`config.mk`:
```
export PLATFORM = sky130hd
export DESIGN_NAME = sdp_stream_reader_flat
export DESIGN_NICKNAME = d
export VERILOG_FILES = /design/src/rtl/sdp_stream_reader_if.sv /design/src/rtl/sdp_stream_reader.sv /design/src/flat_wrapper.sv
export SDC_FILE = /design/constraint.sdc
export NUM_CORES = 1
export LEC_CHECK = 0
export BUFFER_PORTS_ARGS = -buffer_cell sky130_fd_sc_hd__buf_4
export CAP_MARGIN = 20
export CORE_MARGIN = 10
export CORE_UTILIZATION = 50
export DETAILED_ROUTE_END_ITERATION = 12
export PLACE_DENSITY = 0.81
export SYNTH_ARGS = -nofsm -noshare
export SYNTH_HDL_FRONTEND = slang
export SYNTH_SLANG_ARGS = --single-unit
```
`constraint.sdc`:
```
create_clock -name clk -period 3.1 [get_ports clk]
set_input_delay 0.155 -clock clk [delete_from_list [all_inputs] [get_ports clk]]
set_output_delay 0.155 -clock clk [all_outputs]
set_load 0.01 [all_outputs]
```
`src/rtl/sdp_stream_reader_if.sv`:
```
// sdp_stream_reader_if: ready/valid stream carrying words out of the reader.
//   out_data  : stream word, head of the reader's output buffer
//   out_valid : out_data holds a word
//   out_ready : sink accepts; a word moves when out_valid and out_ready are both high
// Modports: master (reader side), slave (sink side).
interface sdp_stream_reader_if #(
    parameter int unsigned WIDTH = 8
) ();
    logic [WIDTH-1:0] out_data;
    logic             out_valid;
    logic             out_ready;

    modport master (
        output out_data,
        output out_valid,
        input  out_ready
    );

    modport slave (
        input  out_data,
        input  out_valid,
        output out_ready
    );
endinterface

```
`src/rtl/sdp_stream_reader.sv`:
```
// sdp_stream_reader: reads len consecutive words from a synchronous-read memory
// starting at base_addr and streams them out over a ready/valid interface.
//   clk, rst_n     : clock, asynchronous active-low reset
//   start          : request strobe, sampled only while idle
//   base_addr, len : request, latched on acceptance
//   busy           : high while a request is in progress
//   done / err     : one-cycle pulses on completion / rejection
//   addr_q, q      : memory read port (q valid one cycle after addr_q)
//   strm           : output stream (sdp_stream_reader_if.master)
// Build option: define SDP_STREAM_READER_WRAP_EN to let addresses wrap modulo
// DEPTH (err never pulses); otherwise requests running past DEPTH are rejected.
module sdp_stream_reader #(
    parameter int unsigned WIDTH = 8,
    parameter int unsigned DEPTH = 256,
    localparam int unsigned AW = $clog2(DEPTH)
) (
    input  logic                         clk,
    input  logic                         rst_n,
    input  logic                         start,
    input  logic [AW-1:0]                base_addr,
    input  logic [AW:0]                  len,
    output logic                         busy,
    output logic                         done,
    output logic                         err,
    output logic [AW-1:0]                addr_q,
    input  logic [WIDTH-1:0]             q,
    sdp_stream_reader_if.master          strm
);

    localparam logic [AW:0]   LenOne  = 1;
    localparam logic [AW-1:0] AddrOne = 1;
    localparam logic [AW-1:0] AddrMax = AW'(DEPTH - 1);

    typedef enum logic [1:0] {StIdle, StRead, StDrain} state_e;

    state_e           state_q, state_d;
    logic [AW-1:0]    addr_d, addr_inc;
    logic [AW:0]      rem_q, rem_d;     // reads still to issue
    logic [AW:0]      xfer_q, xfer_d;   // words still to hand to the sink
    logic             p1_q, p1_d;       // read issued, memory sampling addr_q
    logic             p2_q;             // read data present on q this cycle
    logic             done_q, done_d;
    logic             err_q, err_d;
    logic             reject;

    // Output buffer: registered head word plus a two-entry FIFO behind it.
    logic [WIDTH-1:0] head_q, head_d;
    logic             hv_q, hv_d;
    logic [WIDTH-1:0] s0_q, s0_d, s1_q, s1_d;
    logic [1:0]       fcnt_q, fcnt_d;

    logic             pop;
    logic             issue;
    logic [2:0]       credit;

    assign pop            = hv_q & strm.out_ready;
    assign strm.out_data  = head_q;
    assign strm.out_valid = hv_q;
    assign busy           = (state_q != StIdle);
    assign done           = done_q;
    assign err            = err_q;

    // Words buffered plus words still in the memory pipeline.
    assign credit = 3'(hv_q) + 3'(fcnt_q) + 3'(p1_q) + 3'(p2_q);

    assign addr_inc = (addr_q == AddrMax) ? '0 : addr_q + AddrOne;

`ifdef SDP_STREAM_READER_WRAP_EN
    assign reject = 1'b0;
`else
    logic [AW+1:0] end_addr;
    assign end_addr = {2'b00, base_addr} + {1'b0, len};
    assign reject   = (end_addr > (AW+2)'(DEPTH));
`endif

    // Request sequencing and address generation.
    always_comb begin
        state_d = state_q;
        addr_d  = addr_q;
        rem_d   = rem_q;
        xfer_d  = pop ? xfer_q - LenOne : xfer_q;
        p1_d    = 1'b0;
        done_d  = 1'b0;
        err_d   = 1'b0;
        issue   = 1'b0;
        unique case (state_q)
            StIdle: begin
                if (start) begin
                    if (len == '0) begin
                        done_d = 1'b1;
                    end else if (reject) begin
                        err_d = 1'b1;
                    end else begin
                        // Buffer is empty while idle, so the first read needs no credit check.
                        addr_d  = base_addr;
                        p1_d    = 1'b1;
                        rem_d   = len - LenOne;
                        xfer_d  = len;
                        state_d = (len == LenOne) ? StDrain : StRead;
                    end
                end
            end
            StRead: begin
                // Issue only if the word still fits when it lands two cycles later,
                // even if the sink stalls from now on.
                issue = (credit < 3'd3 + 3'(pop));
                if (issue) begin
                    addr_d = addr_inc;
                    p1_d   = 1'b1;
                    rem_d  = rem_q - LenOne;
                    if (rem_q == LenOne) begin
                        state_d = StDrain;
                    end
                end
            end
            StDrain: begin
                if (pop && (xfer_q == LenOne)) begin
                    state_d = StIdle;
                    done_d  = 1'b1;
                end
            end
            default: state_d = StIdle;
        endcase
    end

    // Output buffer update: refill the head on pop or when empty, else queue q.
    always_comb begin
        logic [WIDTH-1:0] t0, t1;
        logic [1:0]       cnt_t;
        logic             push_fifo;
        head_d    = head_q;
        hv_d      = hv_q;
        t0        = s0_q;
        t1        = s1_q;
        cnt_t     = fcnt_q;
        push_fifo = p2_q;
        if (!hv_q || pop) begin
            if (fcnt_q != 2'd0) begin
                head_d = s0_q;
                hv_d   = 1'b1;
                t0     = s1_q;
                cnt_t  = fcnt_q - 2'd1;
            end else if (p2_q) begin
                head_d    = q;
                hv_d      = 1'b1;
                push_fifo = 1'b0;
            end else begin
                hv_d = 1'b0;
            end
        end
        if (push_fifo) begin
            if (cnt_t == 2'd0) begin
                t0 = q;
            end else begin
                t1 = q;
            end
            cnt_t = cnt_t + 2'd1;
        end
        s0_d   = t0;
        s1_d   = t1;
        fcnt_d = cnt_t;
    end

    always_ff @(posedge clk or negedge rst_n) begin
        if (!rst_n) begin
            state_q <= StIdle;
            addr_q  <= '0;
            rem_q   <= '0;
            xfer_q  <= '0;
            p1_q    <= 1'b0;
            p2_q    <= 1'b0;
            done_q  <= 1'b0;
            err_q   <= 1'b0;
            head_q  <= '0;
            hv_q    <= 1'b0;
            s0_q    <= '0;
            s1_q    <= '0;
            fcnt_q  <= 2'd0;
        end else begin
            state_q <= state_d;
            addr_q  <= addr_d;
            rem_q   <= rem_d;
            xfer_q  <= xfer_d;
            p1_q    <= p1_d;
            p2_q    <= p1_q;
            done_q  <= done_d;
            err_q   <= err_d;
            head_q  <= head_d;
            hv_q    <= hv_d;
            s0_q    <= s0_d;
            s1_q    <= s1_d;
            fcnt_q  <= fcnt_d;
        end
    end

endmodule

```
`src/flat_wrapper.sv`:
```
// flat-port wrapper written by rule: the top's interface ports become plain ports
module sdp_stream_reader_flat 
#(
    parameter int unsigned WIDTH = 8,
    parameter int unsigned DEPTH = 256,
    localparam int unsigned AW = $clog2(DEPTH)
)
  (clk, rst_n, start, base_addr, len, busy, done, err, addr_q, q, strm_out_data, strm_out_valid, strm_out_ready);
  sdp_stream_reader_if #(.WIDTH(WIDTH)) strm_i ();
  input  logic clk;
  input  logic rst_n;
  input  logic start;
  input  logic [AW-1:0] base_addr;
  input  logic [AW:0] len;
  output logic busy;
  output logic done;
  output logic err;
  output logic [AW-1:0] addr_q;
  input  logic [WIDTH-1:0] q;
  output wire logic [$bits(strm_i.out_data)-1:0] strm_out_data;
  output wire logic [$bits(strm_i.out_valid)-1:0] strm_out_valid;
  input wire logic [$bits(strm_i.out_ready)-1:0] strm_out_ready;
  assign strm_out_data = strm_i.out_data;
  assign strm_out_valid = strm_i.out_valid;
  assign strm_i.out_ready = strm_out_ready;
  sdp_stream_reader #(.WIDTH(WIDTH), .DEPTH(DEPTH)) u_core (.clk(clk), .rst_n(rst_n), .start(start), .base_addr(base_addr), .len(len), .busy(busy), .done(done), .err(err), .addr_q(addr_q), .q(q), .strm(strm_i));
endmodule
```
# == Word-level counts from Yosys, hierarchy flattened ==
# Index checks and enable logic that the tools add are counted.
# totals
ff_bits,59
out_inout_bits,20
# classes
n_lt_le_gt_ge,2
addsub,11
bitwise_logic,2
muxes,50
n_eq_ne,12
reduce_logical,14
# op_table
operator,count
8-bit two-way mux,11
9-bit two-way mux,9
"9-bit by 1-bit == test with 1-bit output, second input constant",3
"9-bit by 1-bit subtractor with 9-bit output, second input constant",3
2-bit two-way mux,10
9-bit case mux with 2 select lines,1
8-bit case mux with 2 select lines,1
1-bit two-way mux,15
8-bit by 9-bit adder with 10-bit output,1
"10-bit by 9-bit > comparator with 1-bit output, second input constant",1
9-bit logical NOT,1
"8-bit by 1-bit adder with 8-bit output, second input constant",1
"8-bit == test, second input constant",1
2-bit nonzero test,4
3-bit by 1-bit adder with 3-bit output,2
"2-bit by 1-bit != test with 1-bit output, second input constant",3
"2-bit != test, second input constant",3
2-bit case mux with 3 select lines,1
6-bit AND reduction,1
5-bit AND reduction,1
2-bit logical NOT,2
1-bit case mux with 2 select lines,2
2-bit AND reduction,2
1-bit by 2-bit adder with 3-bit output,1
11 further kinds,11

# == Longest topological paths before layout ==
# Gate-level depths: netlist of the first run.
# logic_depth
word_depth,6
mapped_depth,14
mapped_depth_nobuf,12

# == Worst setup path before layout of the first run ==
# No wires, ideal clock.
# synth_timing
kind,flip-flop to flip-flop
from,register u_core.hv_q (netlist: u_core.strm.out_valid)
to,register u_core.addr_q[0]
slack_ns,0.015
path_buffers,1
setup_time_ns,0.125
required_time_ns,2.975
arrival_ns,2.960
stages_incl_launch_ff,14
path_cell_list,dfrtp_1 > fa_1 > ha_1 > inv_1 > fa_1 > inv_1 > ha_1 > a21o_1 > a21oi_1 > and2_1 > clkbuf_2 > a21oi_4 > inv_4 > mux2_4
# synth_between
elab_chain_len,6
elab_cells_between_ends,8
classes_between,add/sub (4); order compare (1); eq/ne (1); bitwise (1); reduce/logical (1)
# synth_lines
element,line_no,source
from (decl),sdp_stream_reader.sv:48,"logic hv_q, hv_d;"
from (signal assigned),sdp_stream_reader.sv:189,hv_q <= hv_d;
1-bit by 2-bit adder with 3-bit output,sdp_stream_reader.sv:64,assign credit = 3'(hv_q) + 3'(fcnt_q) + 3'(p1_q) + 3'(p2_q);
3-bit by 1-bit adder with 3-bit output (2 in a row),sdp_stream_reader.sv:64,
3-bit < comparator *,sdp_stream_reader.sv:106,issue = (credit < 3'd3 + 3'(pop));
2-bit by 1-bit != test with 1-bit output (no line) *,--,
5-bit AND reduction (no line) *,--,
to (signal assigned),sdp_stream_reader.sv:181,addr_q <= addr_d;
to (decl),sdp_stream_reader.sv:25,"output logic [AW-1:0] addr_q,"
# Mark *: on every way between the ends. The rest lies on a longest branch, timed or not.
# A chain may end at the register's enable or synchronous reset.

# == Final worst setup path of the first run ==
# layout_timing
from,register u_core.p2_q
to,register u_core.addr_q[0]
# layout_between
elab_chain_len,4
# layout_lines
element,line_no,source
from (decl),sdp_stream_reader.sv:41,logic p2_q;
from (signal assigned),sdp_stream_reader.sv:185,p2_q <= p1_q;
3-bit by 1-bit adder with 3-bit output,sdp_stream_reader.sv:64,
3-bit < comparator,sdp_stream_reader.sv:106,
2-bit by 1-bit != test with 1-bit output (no line),--,
5-bit AND reduction (no line),--,
# No other way between the ends.

==> metrics, run 1 <==
Skew-Pair Late Insertion Delay about 0.34 ns; nets roughly 510; drt via density approximately 5.8; DR iter-0 viols about 170; most common cell in the netlist dfrtp_1; CP top delay family adder cells; startpoint types flop; TritonRoute pass-1 iters 4; Power Dens Cells about 1000 nW/µm²; final instance area approximately 4600 µm²; Antenna Cells 0; # DRC 0; delay of the slowest critical-path stage between 0.5 and 0.6 ns; CTS tree yes; CP Cell Sequence fa_1, ha_1, inv_1, fa_1, inv_1, ha_1, a21o_1, a21oi_2, and2_4, a21oi_4, inv_4, mux2_4; IO Count 49; Final Critical Period 2.98 ns; worst min path class in -> reg; Yosys top cell by area dfrtp_1; Max clock buf depth 2; Pleak between 2 and 2.5 nW; maximum level of the CTS H-tree 3; Worst Setup SP u_core.p2_q; Setup TNS 0 ns; Worst Tran Pin Value 0.889 ns; Remaining Overflow, GRT 0; die height between 100 and 150 µm; CP Max Fanout 6; placed inst area around 4400 µm²; top post-synthesis cells by area dfrtp_1 (38%), ha_1 (6.1%), mux2i_1 (5.2%); syn nets between 400 and 500; first-pass GRT wire length approximately 16000 µm; crit path kind reg -> reg; DIE AREA between 10000 and 15000 µm²; Area growth syn-to-layout 18.7%; share of layout cells above drive strength 1 24.1%; sequential fraction of the synthesis area roughly two fifths; CTS buffer count 9; worst flop-to-flop path endpoint u_core.addr_q[0]; initial antenna violation count 0; cells on worst reg2reg path 12; root buffer cell clkbuf_8; # rows 32; WP data required between 3 and 4 ns; dpl hpwl approximately 7200 µm; Syn Inst Count 406; Core ar. about 7600 µm²; pin count of the biggest net entering global routing 60; # port buffers 48; Mapped Area about 4000 µm²; Crit Reg-Reg Startpoint u_core.p2_q; FF+latch count, synth 59; fmax 335 MHz; clock sink count 59; worst path buffer plus inverter count 3; Peak VDD IR around 0.00061 V; Final Hold Vio Count 0; RD Place Congestion 0.884; total track usage 16.4%; final slew viol count 0; final WL 9380 µm; final antenna-violating net count 0; Reg clk slew, reported paths 0.07 ns; Initial Util around half; Worst R2R Setup Slack between 0.1 and 0.15 ns; Worst path depth 12; final setup vio count 0; CP Capture Point u_core.addr_q[0]; asr flop ratio synth 100%; Top FF cell, synth dfrtp_1; Data arrival, critical path 3.21 ns; Avg Inst Size Synth 9.57 µm²; run status completed; Max-Cap Viols 0; via count roughly 3300; vias in the first global route roughly 3300; crit end category flop; post-route insts no fill 570; slowest CP cell fa_1; dpl cells 550; fin crit share between 90% and 100%; RSZ-0062 raised after global routing yes; Die Span X approximately 110 µm; commonest cells in the netlist dfrtp_1 (59), nor2_1 (31), a21oi_1 (28), nand2_1 (28), o21ai_0 (23); area share of the largest cell type after synthesis approximately two fifths; Max-slew headroom about two fifths; number of flops mapped to enable cells by yosys 0; Synth Warn # 0; WL/cell ~16 µm; Distinct cells, synth just over 60; clk_skew between 0.006 and 0.007 ns; final core utilization between 60% and 70%
## flip-flops by register name (all words and copies together) (netlist names)
name,count
u_core.fcnt_q,2
u_core.p2_q,1
u_core.strm.out_valid,1
u_core.state_q,2
u_core.strm.out_data,8
u_core.s0_q,8
u_core.err,1
u_core.addr_q,8
u_core.xfer_q,9
u_core.rem_q,9
u_core.s1_q,8
u_core.p1_q,1
u_core.done,1
## power by group
group          internal, mW  switching [mW]  leakage, nW
sequential             1.11           0.249        0.690
clock                 0.376           0.328       0.0962
combinational          1.37            1.37         1.23
total                  2.85            1.95         2.02
## metal layers
metal	track usage (%)	routed length (µm)
met1	19.9	4060
met2	27.2	4530
met3	4.52	606
met4	6.01	189
met5	0	0
## cell usage in the layout, fill, tap and decap left out, drive strengths merged, types with 4 or more instances in the layout
cell / instances
nor4: 6
ha: 19
o211ai: 14
buf: 63
nand3: 14
inv: 21
clkbuf: 9
o21ai: 25
a21oi: 29
mux2: 12
nor3: 19
xnor2: 12
nand2: 29
xor2: 6
dfrtp: 59
a211oi: 16
nor2b: 4
nor2: 32
a31oi: 4
mux2i: 20
nand2b: 4
or3: 4
## cell families (layout without fill, tap and decap cells)
| group | count (synthesis) | count (layout) | share of synthesized area (%) |
|---|---|---|---|
| multiplexers | 32 | 32 | 9.02 |
| adder cells (fa/ha/maj) | 22 | 22 | 7.67 |
| XOR/XNOR | 18 | 18 | 4.06 |
| flip-flops | 59 | 59 | 38.0 |
| AO/OA/AOI/OAI | 114 | 114 | 20.5 |
| AND/OR/NAND/NOR | 124 | 124 | 16.3 |
| buffers and inverters | 37 | 99 | 4.45 |
## worst register-to-register path, stage by stage, from the launching register on
cell and delay [ns]:
dfrtp_1 0.40, fa_1 0.55, ha_1 0.14, inv_1 0.05, fa_1 0.47, inv_1 0.04, ha_1 0.27, a21o_1 0.17
a21oi_2 0.13, and2_4 0.19, a21oi_4 0.05, inv_4 0.12, mux2_4 0.30
## per-stage QoR
| stage | total power, mW | setup WS (ns) | hold WS, ns |
|---|---|---|---|
| floorplan | 3.24 | 0.0150 | -0.141 |
| global placement | 3.82 | 0.0965 | 0.273 |
| detailed placement | 3.94 | -0.0209 | 0.276 |
| CTS | 4.67 | 0.0206 | 0.0474 |
| global route | 5.19 | -0.0126 | 0.0513 |
| finish | 4.80 | 0.119 | 0.0640 |
## cell type report
type	count	area, µm²
Clock buffer	9	124
Clock inverter	7	76.3
Fill cell	647	3040
Inverter	19	73.8
Multi-Input combinational cell	310	2240
Sequential cell	59	1480
Tap cell	102	128
Timing Repair Buffer	64	490
## timing repair
item,CTS,global route
resized for setup,1,4
buffers inserted,0,3
hold buffers,1,0
setup endpoints to repair,4,17
pin swaps,0,2
hold endpoints to repair,59,0
## worst min-delay path by stage
stage | from | endpoint | slack (ns) | depth (start not counted)
after global routing | q[5] | u_core.s1_q[5] | 0.05 | 2
after CTS | q[5] | u_core.s1_q[5] | 0.05 | 2
final | q[5] | u_core.s1_q[5] | 0.06 | 2
after detailed placement | rst_n | u_core.rem_q[2] | 0.28 | 1
after global placement | rst_n | u_core.p2_q | 0.27 | 1
after floorplan | rst_n | u_core.addr_q[0] | -0.14 | 0
Power figures use the tool's default switching activity.
==> inputs of run 2 (changes only) <==
--- a/config.mk
+++ b/config.mk
@@ -7,10 +7,12 @@
 export LEC_CHECK = 0
 export BUFFER_PORTS_ARGS = -buffer_cell sky130_fd_sc_hd__buf_4
 export CAP_MARGIN = 20
-export CORE_MARGIN = 10
+export CORE_MARGIN = 8
 export CORE_UTILIZATION = 50
 export DETAILED_ROUTE_END_ITERATION = 12
 export PLACE_DENSITY = 0.81
+export SKIP_LAST_GASP = 1
+export SLEW_MARGIN = 20
 export SYNTH_ARGS = -nofsm -noshare
 export SYNTH_HDL_FRONTEND = slang
 export SYNTH_SLANG_ARGS = --single-unit
==> metrics, run 2 (synthesized netlist as in run 1, its figures left out) <==
# rows 32 (unchanged); vias in the first global route 3473 (+4.3%); slowest CP cell fa_1; Max-Cap Viols 0 (unchanged); via count 3317 (-0.21%); dpl ws -0.0205 ns (+0.000332 ns); final antenna-violating net count 0 (unchanged); nets 512 (-0.39%); maximum level of the CTS H-tree 3 (unchanged); fmax 332 MHz (-1.1%); RSZ-0062 raised after global routing yes; Reg clk slew, reported paths 0.08 ns (about the same); Initial Util 51.1% (+0.27 points); drt via density 5.84 (+0.14%); crit end category flop; Skew-Pair Late Insertion Delay 0.34 ns (about the same); # DRC 0 (unchanged); CTS tree yes; Remaining Overflow, GRT 0 (unchanged); Max-slew headroom 40.7% (+0.16 points); final core utilization 60.8% (+0.50 points); Area growth syn-to-layout 19.0%; die height 104 µm (-3.7%); fin worst setup slack 0.0853 ns (-0.0334 ns); TritonRoute pass-1 iters 5 (+1); DIE AREA 10800 µm² (-7.3%); worst min path class in -> reg; clock sink count 59 (unchanged); Clock Power Share 16.3% (+1.6 points); Final Hold Vio Count 0 (unchanged); final setup vio count 0 (unchanged); root buffer cell clkbuf_8; startpoint types flop; final WL 9500 µm (+1.2%); crit path kind reg -> reg; Sw Pwr 2.00 mW (+2.6%); most frequent cells in the layout buf_4 (59), dfrtp_1 (59), nor2_1 (31), nand2_1 (28), a21oi_1 (27); pin count of the biggest net entering global routing 60 (unchanged); Worst Tran Pin Value 0.886 ns (-0.00242 ns); clk_skew 0.0104 ns (+0.00351 ns); RD Place Congestion 0.834 (-5.6%); delay of the slowest critical-path stage 0.56 ns (about the same); initial antenna violation count 0 (unchanged); Core ar. 7610 µm² (-0.52%); Max clock buf depth 2 (unchanged); Top Registers u_core.rem_q: 9 flops, u_core.xfer_q: 9 flops; Pleak 2.03 nW (+0.43%); dpl hpwl 7070 µm (-1.6%); CP Cell Sequence fa_1, ha_1, inv_1, fa_1, inv_1, ha_1, a21o_1, a21oi_2, and2_4, a21oi_4, inv_4, mux2_4; WP data required 3.33 ns (about the same); Die Span X 104 µm (-3.7%); Antenna Cells 0 (unchanged); final slew viol count 0 (unchanged); run status completed; Int Pwr 2.90 mW (+1.6%); # port buffers 48 (unchanged); Peak VDD IR 0.000628 V (+2.2%); IO Count 49 (unchanged); Data arrival, critical path 3.25 ns (+0.04 ns); DR iter-0 viols 145 (-12%); CP Max Fanout 4 (-2); combinational power share 55.9% (-1.2 points); WL/cell 16.7 µm (+1.6%); Power Dens Cells 1060 nW/µm² (+1.7%); Final Critical Period 3.01 ns (+0.0334 ns); share of layout cells above drive strength 1 24.0% (-0.11 points); fin crit share 97.2% (+1.1 points); total track usage 18.3% (+1.9 points); Setup TNS 0 ns (unchanged); Switching Share 40.8% (+0.24 points); CTS buffer count 9 (unchanged); first-pass GRT wire length 16400 µm (+5.0%); Flop pwr share 27.8% (-0.4 points)
run 2: cell types whose count changed in the layout (fill, tap and decap cells not counted):
cell | previous run | this run
clkinv_4 | 1 | 2
a211oi_2 | 7 | 8
buf_4 | 61 | 59
bufinv_16 | 1 | 2
clkinvlp_4 | 2 | 0
a211oi_1 | 9 | 8
run 2: path summary, 6_finish.rpt:
path | from | to | slack (ns) | cells after the start
min in group asynchronous | rst_n | u_core.fcnt_q[1] | 0.42 | 2
setup / recovery | u_core.p2_q | u_core.addr_q[0] | 0.09 | 12
hold reg to reg | u_core.p1_q | u_core.p2_q | 0.39 | 0
setup reg to reg | u_core.p2_q | u_core.addr_q[0] | 0.09 | 12
max in group asynchronous | rst_n | u_core.rem_q[8] | 2.19 | 2
hold / removal | q[0] | u_core.s1_q[0] | 0.06 | 2
run 2: metal layers:
metal	part of all wire (%)	global-route usage [%]
met5	0	0
met4	2.7	8.38
met3	7.2	6.51
met2	47	29.5
met1	43	21.4
run 2: through the flow:
step	cell area [µm²]	hold WS, ns	total power [mW]	cells
finish	4620	0.0574	4.89	568
global route	4620	0.0340	5.26	568
CTS	4600	0.0336	4.79	567
detailed placement	4360	0.271	3.93	550
global placement	4360	0.268	3.77	550
floorplan	3880	-0.141	3.24	406
run 2: area by class of cell:
cell class	instances	area, µm²
multi-input cells	310	2250
inverters	19	73.8
well taps	102	128
clock buffers	9	124
flip-flops and latches	59	1480
fillers	645	2980
repair buffers	62	475
clock inverters	7	100
run 2: critical path, delay by kind of cell (launching register included):
kind	cells	cell delay, ns
AO/OA/AOI/OAI	3	0.34
adder cells (fa/ha/maj)	4	1.47
flip-flops	1	0.40
buffers and inverters	3	0.21
multiplexers	1	0.30
AND/OR/NAND/NOR	1	0.18
run 2: power by group through the flow:
stage               clock network [mW]  logic, mW  registers (mW)
CTS                              0.822       2.61            1.36
floorplan                            0       1.90            1.35
global route                     0.859       2.99            1.41
global placement                     0       2.43            1.34
finish                           0.800       2.73            1.36
detailed placement                   0       2.56            1.37
run 2: what timing repair did:
action / in CTS / in global routing
endpoints found under the setup margin: 6 / 17
hold endpoints to repair: 59 / 0
pin swaps: 0 / 5
hold buffers: 1 / 0
resized for setup: 1 / 4
buffers inserted: 0 / 1
==> inputs of run 3 (changes only) <==
--- a/config.mk
+++ b/config.mk
@@ -11,6 +11,7 @@
 export CORE_UTILIZATION = 50
 export DETAILED_ROUTE_END_ITERATION = 12
 export PLACE_DENSITY = 0.81
+export RECOVER_POWER = 100
 export SKIP_LAST_GASP = 1
 export SLEW_MARGIN = 20
 export SYNTH_ARGS = -nofsm -noshare
==> metrics, run 3 (synthesized netlist as in run 1, its figures left out) <==
run status completed; maximum level of the CTS H-tree 3 (unchanged); DR iter-0 viols 156 (+7.6%); Antenna Cells 0 (unchanged); # port buffers 48 (unchanged); nets 512 (unchanged); WL/cell 16.8 µm (+0.42%); startpoint types flop; CP top delay family adder cells; DIE AREA 10800 µm² (unchanged); worst min path class in -> reg; clk_skew 0.0109 ns (+0.000501 ns); Area growth syn-to-layout 16.2%; Final Hold Vio Count 0 (unchanged); crit path kind reg -> reg; final slew viol count 0 (unchanged); Initial Util 51.1% (unchanged); Skew-Pair Late Insertion Delay 0.35 ns (about the same); Peak VDD IR 0.000610 V (-2.8%); drt via density 5.82 (-0.27%); crit end category flop; # fillers 681 (+5.6%); Final Hold Slack 0.0547 ns (-0.00268 ns); CTS buffer count 9 (unchanged); initial antenna violation count 0 (unchanged); TritonRoute pass-1 iters 5 (unchanged); Top Registers u_core.rem_q: 9 flops, u_core.xfer_q: 9 flops; Final Critical Period 3.01 ns (-0.00252 ns); via count 3308 (-0.27%); fin crit share 97.2% (about the same); RSZ-0062 raised after global routing yes; final core utilization 59.3% (-1.4 points); Worst Tran Pin Value 1.45 ns (+0.566 ns); Remaining Overflow, GRT 0 (unchanged); # rows 32 (unchanged); clock sink count 59 (unchanged); delay of the slowest critical-path stage 0.56 ns (about the same); Core ar. 7610 µm² (unchanged); Max-Cap Viols 0 (unchanged); share of layout cells above drive strength 1 18.2% (-5.8 points); dpl hpwl 7070 µm (unchanged); final setup vio count 0 (unchanged); CP Max Fanout 4 (unchanged); worst path buffer plus inverter count 3 (unchanged); die height 104 µm (unchanged); final antenna-violating net count 0 (unchanged); total track usage 18.3% (unchanged); slowest CP cell fa_1; most frequent cells in the layout dfrtp_1 (59), buf_4 (34), nor2_1 (32), nand2_1 (28), a21oi_1 (27); RD Place Congestion 0.834 (unchanged); Pleak 1.93 nW (-4.7%); post-route insts no fill 568 (unchanged); WP data required 3.34 ns (about the same); Power Dens Cells 1060 nW/µm² (+0.31%); final WL 9540 µm (+0.42%); # DRC 0 (unchanged); CTS tree yes; Reg clk slew, reported paths 0.08 ns (about the same); Data arrival, critical path 3.25 ns (about the same); dpl cells 550 (unchanged); first-pass GRT wire length 16400 µm (unchanged); Max clock buf depth 2 (unchanged); fmax 332 MHz (about the same); Max-slew headroom 3.17% (-38 points); Die Span X 104 µm (unchanged); vias in the first global route 3473 (unchanged); root buffer cell clkbuf_8; pin count of the biggest net entering global routing 60 (unchanged); CP Cell Sequence fa_1, ha_1, inv_1, fa_1, inv_1, ha_1, a21o_1, a21oi_2, and2_4, a21oi_4, inv_4, mux2_4; IO Count 49 (unchanged); most common cell after layout, fill and taps aside dfrtp_1
==> run 3: changes by cell type in the layout (fill, tap and decap cells not counted) <==
cell       before  now
a2bb2oi_1       1    2
a2bb2oi_2       1    0
buf_4          59   34
clkbuf_1        0   24
clkbuf_2        0    1
nor2_1         31   32
nor2_2          1    0
nor2b_1         3    4
nor2b_4         1    0
==> run 3: final timing paths <==
kind	cells after the start	to	slack [ns]	start
worst max-delay path	12	u_core.addr_q[0]	0.09	u_core.p2_q
worst min-delay path	2	u_core.s1_q[0]	0.05	q[0]
worst max register to register	12	u_core.addr_q[0]	0.09	u_core.p2_q
worst min register to register	0	u_core.p2_q	0.39	u_core.p1_q
max in group asynchronous	2	u_core.rem_q[8]	1.54	rst_n
min in group asynchronous	2	u_core.fcnt_q[1]	0.70	rst_n
==> run 3: stage by stage <==
step,TNS (ns),power [mW],cell area (µm²),worst slack [ns]
after floorplan,0,3.24,3880,0.0150
after detailed placement,-0.0298,3.93,4360,-0.0205
after global routing,-0.349,5.16,4510,-0.0407
final,0,4.79,4510,0.0878
after global placement,0,3.77,4360,0.130
after CTS,0,4.79,4600,0.0138
==> run 3: what timing repair did <==
item / CTS / global route
hold endpoints to repair: 59 / 0
setup buffers: 0 / 1
hold buffers: 1 / 0
pin swaps: 0 / 5
endpoints found under the setup margin: 6 / 17
gates resized for setup: 1 / 4
==> run 3: area by class of cell <==
cell class / count / area, µm² / share of cell area (%)
inverters: 19 / 73.8 / 1.64
repair buffers: 62 / 383 / 8.48
multi-input cells: 310 / 2230 / 49.4
clock inverters: 7 / 100 / 2.22
clock buffers: 9 / 124 / 2.74
well taps: 102 / 128 / 2.83
flip-flops and latches: 59 / 1480 / 32.7
==> run 3: power breakdown <==
part | switching, mW | internal [mW]
Combinational | 1.39 | 1.24
Clock | 0.343 | 0.459
Sequential | 0.250 | 1.11
Total | 1.99 | 2.81
==> run 3: routing by layer <==
| layer | up-vias | global-route usage [%] | wire, µm |
|---|---|---|---|
| met4 | 0 | 8.38 | 234 |
| met2 | 120 | 29.5 | 4500 |
| li1 | 1600 | - | - |
| met1 | 1570 | 21.4 | 4140 |
| met3 | 18 | 6.51 | 660 |
| met5 | - | 0 | 0 |
